===== config.mk =====
export PLATFORM = sky130hd
export DESIGN_NAME = cache_arbiter
export DESIGN_NICKNAME = d
export VERILOG_FILES = /design/src/rtl/cache_arbiter_pkg.sv /design/src/rtl/cache_arbiter_rr_pick.sv /design/src/rtl/cache_arbiter.sv
export SDC_FILE = /design/constraint.sdc
export NUM_CORES = 1
export LEC_CHECK = 0
export BUFFER_PORTS_ARGS = -buffer_cell sky130_fd_sc_hd__buf_2
export CAP_MARGIN = 10
export CORE_AREA = 2 2 275 277
export DETAILED_ROUTE_END_ITERATION = 12
export DIE_AREA = 0 0 277 279
export PLACE_DENSITY = 0.3
export SETUP_SLACK_MARGIN = 0.05
export SYNTH_ARGS = -nofsm -noshare
export SYNTH_HDL_FRONTEND = slang
export SYNTH_SLANG_ARGS = --single-unit

===== constraint.sdc =====
create_clock -name clk -period 1.5 [get_ports clk]
set_input_delay 0.15 -clock clk [delete_from_list [all_inputs] [get_ports clk]]
set_output_delay 0.15 -clock clk [all_outputs]
set_load 0.1 [all_outputs]

===== src/rtl/cache_arbiter_pkg.sv =====
// Shared types for the L1-to-memory line arbiter: line type, FSM states and
// the port identifiers used for round-robin bookkeeping.
package cache_arbiter_pkg;

  localparam int LC3B_LINE_W = 128;

  typedef logic [LC3B_LINE_W-1:0] lc3b_block;

  typedef enum logic [1:0] {
    IDLE,
    SERVE_I,
    SERVE_D
  } arb_state_t;

  typedef enum logic {
    PORT_I,
    PORT_D
  } arb_port_t;

endpackage


===== src/rtl/cache_arbiter_rr_pick.sv =====
// Combinational round-robin chooser between the I-cache and D-cache ports.
// On contention the port that did not win last time is chosen.
module cache_arbiter_rr_pick
  import cache_arbiter_pkg::*;
(
  input  logic      i_req_i,
  input  logic      d_req_i,
  input  arb_port_t last_grant_i,
  output logic      grant_valid_o,
  output arb_port_t grant_port_o
);

  always_comb begin
    grant_valid_o = i_req_i | d_req_i;
    grant_port_o  = PORT_I;
    if (i_req_i && d_req_i) begin
      grant_port_o = (last_grant_i == PORT_I) ? PORT_D : PORT_I;
    end else if (d_req_i) begin
      grant_port_o = PORT_D;
    end
  end

endmodule


===== src/rtl/cache_arbiter.sv =====
// Arbitrates I-cache fills and D-cache fills/write-backs onto one memory line
// port; the winning command is registered and held until memory responds.
module cache_arbiter
  import cache_arbiter_pkg::*;
#(
  parameter int ADDR_W   = 16,
  parameter int LINE_W   = 128,
  parameter int OFFSET_W = 4
) (
  input  logic              clk,
  input  logic              rst_n,
  input  logic              i_read,
  input  logic [ADDR_W-1:0] i_addr,
  output logic [LINE_W-1:0] i_rdata,
  output logic              i_resp,
  input  logic              d_read,
  input  logic              d_write,
  input  logic [ADDR_W-1:0] d_addr,
  input  logic [LINE_W-1:0] d_wdata,
  output logic [LINE_W-1:0] d_rdata,
  output logic              d_resp,
  output logic              pmem_read,
  output logic              pmem_write,
  output logic [ADDR_W-1:0] pmem_addr,
  output logic [LINE_W-1:0] pmem_wdata,
  input  logic [LINE_W-1:0] pmem_rdata,
  input  logic              pmem_resp
);

  localparam logic [ADDR_W-1:0] LINE_MASK = {ADDR_W{1'b1}} << OFFSET_W;

  arb_state_t        state_q;
  arb_port_t         last_grant_q;
  logic              pmem_read_q;
  logic              pmem_write_q;
  logic [ADDR_W-1:0] addr_q;
  logic [LINE_W-1:0] wdata_q;

  logic              read_d;
  logic              write_d;
  logic [ADDR_W-1:0] addr_d;
  logic [LINE_W-1:0] wdata_d;

  logic              grant_valid;
  arb_port_t         grant_port;

  cache_arbiter_rr_pick u_rr_pick (
    .i_req_i       (i_read),
    .d_req_i       (d_read | d_write),
    .last_grant_i  (last_grant_q),
    .grant_valid_o (grant_valid),
    .grant_port_o  (grant_port)
  );

  // Capture values for the winner; a D request with both read and write set
  // is treated as a read.
  always_comb begin
    if (grant_port == PORT_D) begin
      read_d  = d_read;
      write_d = ~d_read;
      addr_d  = d_addr & LINE_MASK;
      wdata_d = d_wdata;
    end else begin
      read_d  = 1'b1;
      write_d = 1'b0;
      addr_d  = i_addr & LINE_MASK;
      wdata_d = '0;
    end
  end

  always_ff @(posedge clk or negedge rst_n) begin
    if (!rst_n) begin
      state_q      <= IDLE;
      last_grant_q <= PORT_I;
      pmem_read_q  <= 1'b0;
      pmem_write_q <= 1'b0;
      addr_q       <= '0;
      wdata_q      <= '0;
    end else begin
      case (state_q)
        IDLE: begin
          if (grant_valid) begin
            state_q      <= (grant_port == PORT_D) ? SERVE_D : SERVE_I;
            pmem_read_q  <= read_d;
            pmem_write_q <= write_d;
            addr_q       <= addr_d;
            wdata_q      <= wdata_d;
          end
        end
        SERVE_I, SERVE_D: begin
          if (pmem_resp) begin
            state_q      <= IDLE;
            last_grant_q <= (state_q == SERVE_D) ? PORT_D : PORT_I;
            pmem_read_q  <= 1'b0;
            pmem_write_q <= 1'b0;
          end
        end
        default: state_q <= IDLE;
      endcase
    end
  end

  assign pmem_read  = pmem_read_q;
  assign pmem_write = pmem_write_q;
  assign pmem_addr  = addr_q;
  assign pmem_wdata = wdata_q;

  assign i_resp  = (state_q == SERVE_I) & pmem_resp;
  assign d_resp  = (state_q == SERVE_D) & pmem_resp;
  // Read data is a pass-through, forced low only while reset is asserted.
  assign i_rdata = rst_n ? pmem_rdata : '0;
  assign d_rdata = rst_n ? pmem_rdata : '0;

endmodule


; After elaboration in Yosys (flattened, before gate mapping)
; Cells that the tools add are included.
[op_classes]
eq_ne = 4
muxes = 18
bitwise = 5
n_reduce_logical = 8
[op_table]
columns = op, n
row1 = 2-to-1 mux 128 bit, 2
row2 = 2-to-1 mux 16 bit, 1
row3 = 2-to-1 mux 1 bit, 9
row4 = 2-to-1 mux 2 bit, 3
row5 = AND reduction 2 bit, 3
row6 = "!= test 2 bit, second input constant", 2
row7 = case mux 1 bit (2 select lines), 2
row8 = case mux 2 bit (2 select lines), 1
row9 = AND reduction 3 bit, 1
row10 = AND 1 bit, 2
row11 = "== test 2 x 1 -> 1 bit, second input constant", 1
row12 = "== test 2 bit, second input constant", 1
row13 = logical NOT 2 bit, 1
row14 = OR 1 bit, 2
row15 = nonzero test 2 bit, 1
row16 = OR reduction 2 bit, 1
row17 = logical AND 1 bit, 1
row18 = NOT 1 bit, 1
[word_totals]
reg_bits = 149
inputBits = 294
output_inout_bits = 404

; Logic depth before layout (Yosys ltp)
[depth]
ltp_word = 6
depth_mapped = 7

; Cells and area by module
; Synthesis repeated with hierarchy kept, for this count alone.
[unflattened]
hier_cells = 915
hier_area_um2 = 7792.5
[by_module_without_submodules]
columns = module, instances, cells_per_inst, area_each_um2, seq_area_each_um2
row1 = cache_arbiter, 1, 913, 7778.7, 3628.5
row2 = cache_arbiter_rr_pick, 1, 2, 13.8, 0.0

; Least setup slack after synthesis
; OpenSTA, ideal clock, no wires.
[synth_path]
kind = input to output
startpoint = input rst_n
endpoint = output i_rdata[100]
arrival_time_ns = 1.827
setup_slack_ns = -0.477
stages = 4
n_path_buf = 3
cell_sequence = clkbuf_1 clkbuf_1 and2_1 buf_4
[synth_via]
elab_chain_len = 1
[synth_lines]
columns = element, line
row1 = start: declaration, cache_arbiter.sv:11  ; input logic rst_n,
row2 = 2-to-1 mux 128 bit, --
row3 = end: declaration, cache_arbiter.sv:14  ; output logic [LINE_W-1:0] i_rdata,
; No other way between the ends.

; Worst setup path in the final report
[layout_path]
startpoint = register state_q[0]
endpoint = output d_resp
[layout_via]
elab_chain_len = 2
[layout_lines]
columns = element, line
row1 = start: declaration, cache_arbiter.sv:32  ; arb_state_t state_q;
row2 = start signal: assignment, cache_arbiter.sv:83  ; state_q <= (grant_port == PORT_D) ? SERVE_D : SERVE_I;
row3 = == test 2 bit, cache_arbiter.sv:109  ; assign d_resp = (state_q == SERVE_D) & pmem_resp;
row4 = AND 1 bit, cache_arbiter.sv:109
row5 = end: declaration, cache_arbiter.sv:21  ; output logic d_resp,
; No other way between the ends.

==> reports/metrics.cfg <==
[run_status]
status=finished with violations
violations=setup timing

[sta]
fmax_ghz=0.608
drv_slew=0
whs_ns=0.0893
rsz0062_at_grt=yes
fin_setup_tns_ns=-11.91
setup_ws_ns=-0.145
period_needed_ns=1.64
worst_pin_slew_ns=0.827
setup_viol=135
clock_skew_ns=0.0114
period_share=1.10
hold_violations=0
slew_headroom=0.449

[clock_tree]
cts_buffers=17
cts_tree=done
path_clk_slew_ns=0.08
clock-root-buffer=clkbuf_16
cts_max_path_buffers=2
clk_latency_ns=0.48
cts_max_level=4
cts.sinks=145

[floorplanning]
die_w_um=277
start_util=0.0970
core_area_sq_mm=0.0741
num_rows=100
dieArea_sq_mm=0.0773
pin_count=698
die_h_um=279

[synth]
synthCells=643
synth_xor_area_frac=0
synth_top_area_cell=dfrtp_1
ys_seq_area_frac=0.505
synth_edf_count=0
avgSynthCellArea_sq_um=11.2
synth_compound_area_frac=0.176
synthFlopType=dfrtp_1
synth_top_family_by_area=compound AO/OA/AOI/OAI gates
yosys_warnings=0
synth-async-reset-ratio=1.00
synth_seq_cells=145
muxShareOfSynthArea=0.0198
synth_fa_ha_area_frac=0.00522
yosys.area_share.simple=0.123
yosys-top-cells-area=dfrtp_1 50%, a22o_1 16%, buf_4 14%, and2_1 11%, mux2i_1 1.7%
synthDistinctLibCells=23
synth_area_sq_mm=0.00719
synth_top_cell_area_share=0.505

[power]
p_total_mw=43.5
power.internal_mw=18.0
p_seq_frac=0.161
p_comb_frac=0.735
power_density_mw_per_mm2=2310
net-switching-power_mw=25.4
p_sw_frac=0.585
irDropWorstVdd_uv=2230
p_leak_nw=8.78
clockPowerShare=0.104

[critical_path]
path_buf_inv=3
required_ns=1.35
end_kind=output pin
path_max_fanout=2
arrival_ns=1.49
critPathKind=register to output pin
start_kind=register
critPathTopFamily=flip-flops
slowest_stage=dfrtp_1
worst_path_largest_cell_delay_ns=0.39
worstPathCellList=inv_2, buf_6, ha_4, and2_4, buf_12

[hold_path]
holdCritPathClass=input port to async pin

[global_route]
grt_max_degree=120
grt_first_pass_wirelength_um=66100
grt_overflow=0
grt_use_total=0.124
antenna_found_initial=22
grt_pass1_vias=8201

[place]
io_buffers=685
dp_hpwl_um=38500
dp_slack_ns=-0.113
gp_congestion=0.785

[detailed_routing]
dr.pass1.iters=4
drc=0
drt_iter0_markers=285
vias=7880
routed_via_density=3.29
route.detailed.wl_per_inst_um=21.2
ant_nets=0
drt-total-wl_um=50800

[cells_and_area]
area_delta_synth_final_pct=162
drive_gt1_frac=0.672
fin_nets=1699

[flow_run]
maxCapViolCount=0

-- power by group through the flow --
stage	registers [mW]	clock network, mW	logic (mW)
after floorplan	19.2	0	7.38
after global placement	6.87	0	26.7
after detailed placement	6.80	0	26.8
after CTS	6.94	4.78	30.3
after global routing	7.19	4.91	33.0
final	6.99	4.52	32.0
-- cells in the final DEF (no fill, tap or decap), types with 2 or more instances in the layout --
| cell type | instances |
|---|---|
| a22o_1 | 128 |
| and2_2 | 20 |
| and2_4 | 110 |
| buf_12 | 272 |
| buf_16 | 13 |
| buf_2 | 284 |
| buf_4 | 156 |
| buf_6 | 11 |
| buf_8 | 11 |
| clkbuf_16 | 29 |
| clkbuf_8 | 3 |
| clkinv_2 | 2 |
| conb_1 | 4 |
| dfrtp_1 | 145 |
| diode_2 | 12 |
| dlygate4sd3_1 | 154 |
| ha_4 | 3 |
| inv_1 | 2 |
| inv_2 | 3 |
| inv_6 | 6 |
| mux2_2 | 2 |
| mux2i_1 | 12 |
| nand2_1 | 5 |
| nand2_2 | 8 |
| o21ai_1 | 9 |
| o21ai_2 | 3 |
| o2bb2ai_2 | 2 |
| o31ai_4 | 2 |
-- cells by family after synthesis --
logic type,count (synthesis)
mux,14
simple gates,148
buf+inv,183
compound gates,149
other cells,1
flops,145
fa+ha+maj,3
-- final timing paths --
path	from	endpoint	slack (ns)	cells past startpoint
max	state_q[0]$_DFFE_PN0P_	d_resp	-0.14	5
min	rst_n	pmem_wdata[44]$_DFFE_PN0P_	0.09	3
max reg2reg	state_q[1]$_DFFE_PN0P_	pmem_wdata[58]$_DFFE_PN0P_	-0.14	7
min reg2reg	pmem_addr[9]$_DFFE_PN0P_	pmem_addr[9]$_DFFE_PN0P_	0.49	2
max in group asynchronous	rst_n	pmem_wdata[40]$_DFFE_PN0P_	0.29	3
min in group clk	pmem_resp	state_q[0]$_DFFE_PN0P_	0.09	3
-- layout make-up --
cell class | count | area [sq um]
fillers | 7766 | 55300
repair buffers | 913 | 10500
flip-flops and latches | 145 | 3630
multi-input cells | 319 | 2800
well taps | 969 | 1210
clock buffers | 20 | 467
clock inverters | 12 | 120
diodes | 12 | 30.0
inverters | 6 | 25.0
-- state kept, by name, indices dropped and copies added (netlist names) --
| signal | cells |
|---|---|
| last_grant_q | 1 |
| pmem_write | 1 |
| pmem_read | 1 |
| pmem_addr | 12 |
| state_q | 2 |
| pmem_wdata | 128 |
-- worst min-delay path, cell delays in order --
cell	delay, ns
buf_8	0.17
buf_4	0.26
buf_4	0.38
-- stage by stage --
step	area, sq um	std cells	util
finish	18800	2396	0.254
global route	18800	2386	0.254
CTS	18300	2366	0.247
detailed placement	15300	2157	0.207
global placement	15300	2157	0.207
floorplan	7900	646	-
-- synth_stat cells, types with 2 or more instances --
cell type / n
a22o_1: 128
dfrtp_1: 145
o21ai_0: 13
clkbuf_1: 22
inv_1: 6
mux2_2: 2
nand2b_1: 2
o22ai_1: 2
buf_2: 19
mux2i_1: 12
buf_4: 136
nand2_1: 13
and2_1: 130
ha_1: 3
nor2_1: 2
-- per-layer routing --
layer	up-vias	track usage	part of all wire
met3	50	0.0481	0.077
met1	3786	0.131	0.37
met5	-	0	0.0013
li1	3628	-	-
met2	406	0.230	0.54
met4	10	0.0273	0.013
-- repair_timing --
action	CTS	global route
cloned	10	16
hold buffers	154	0
buffers inserted	13	4
endpoints found under the setup margin	254	146
pin swaps	6	36
resized for setup	167	50
endpoints found under the hold margin	207	0
No activity file was read; power rests on OpenSTA's default activity.
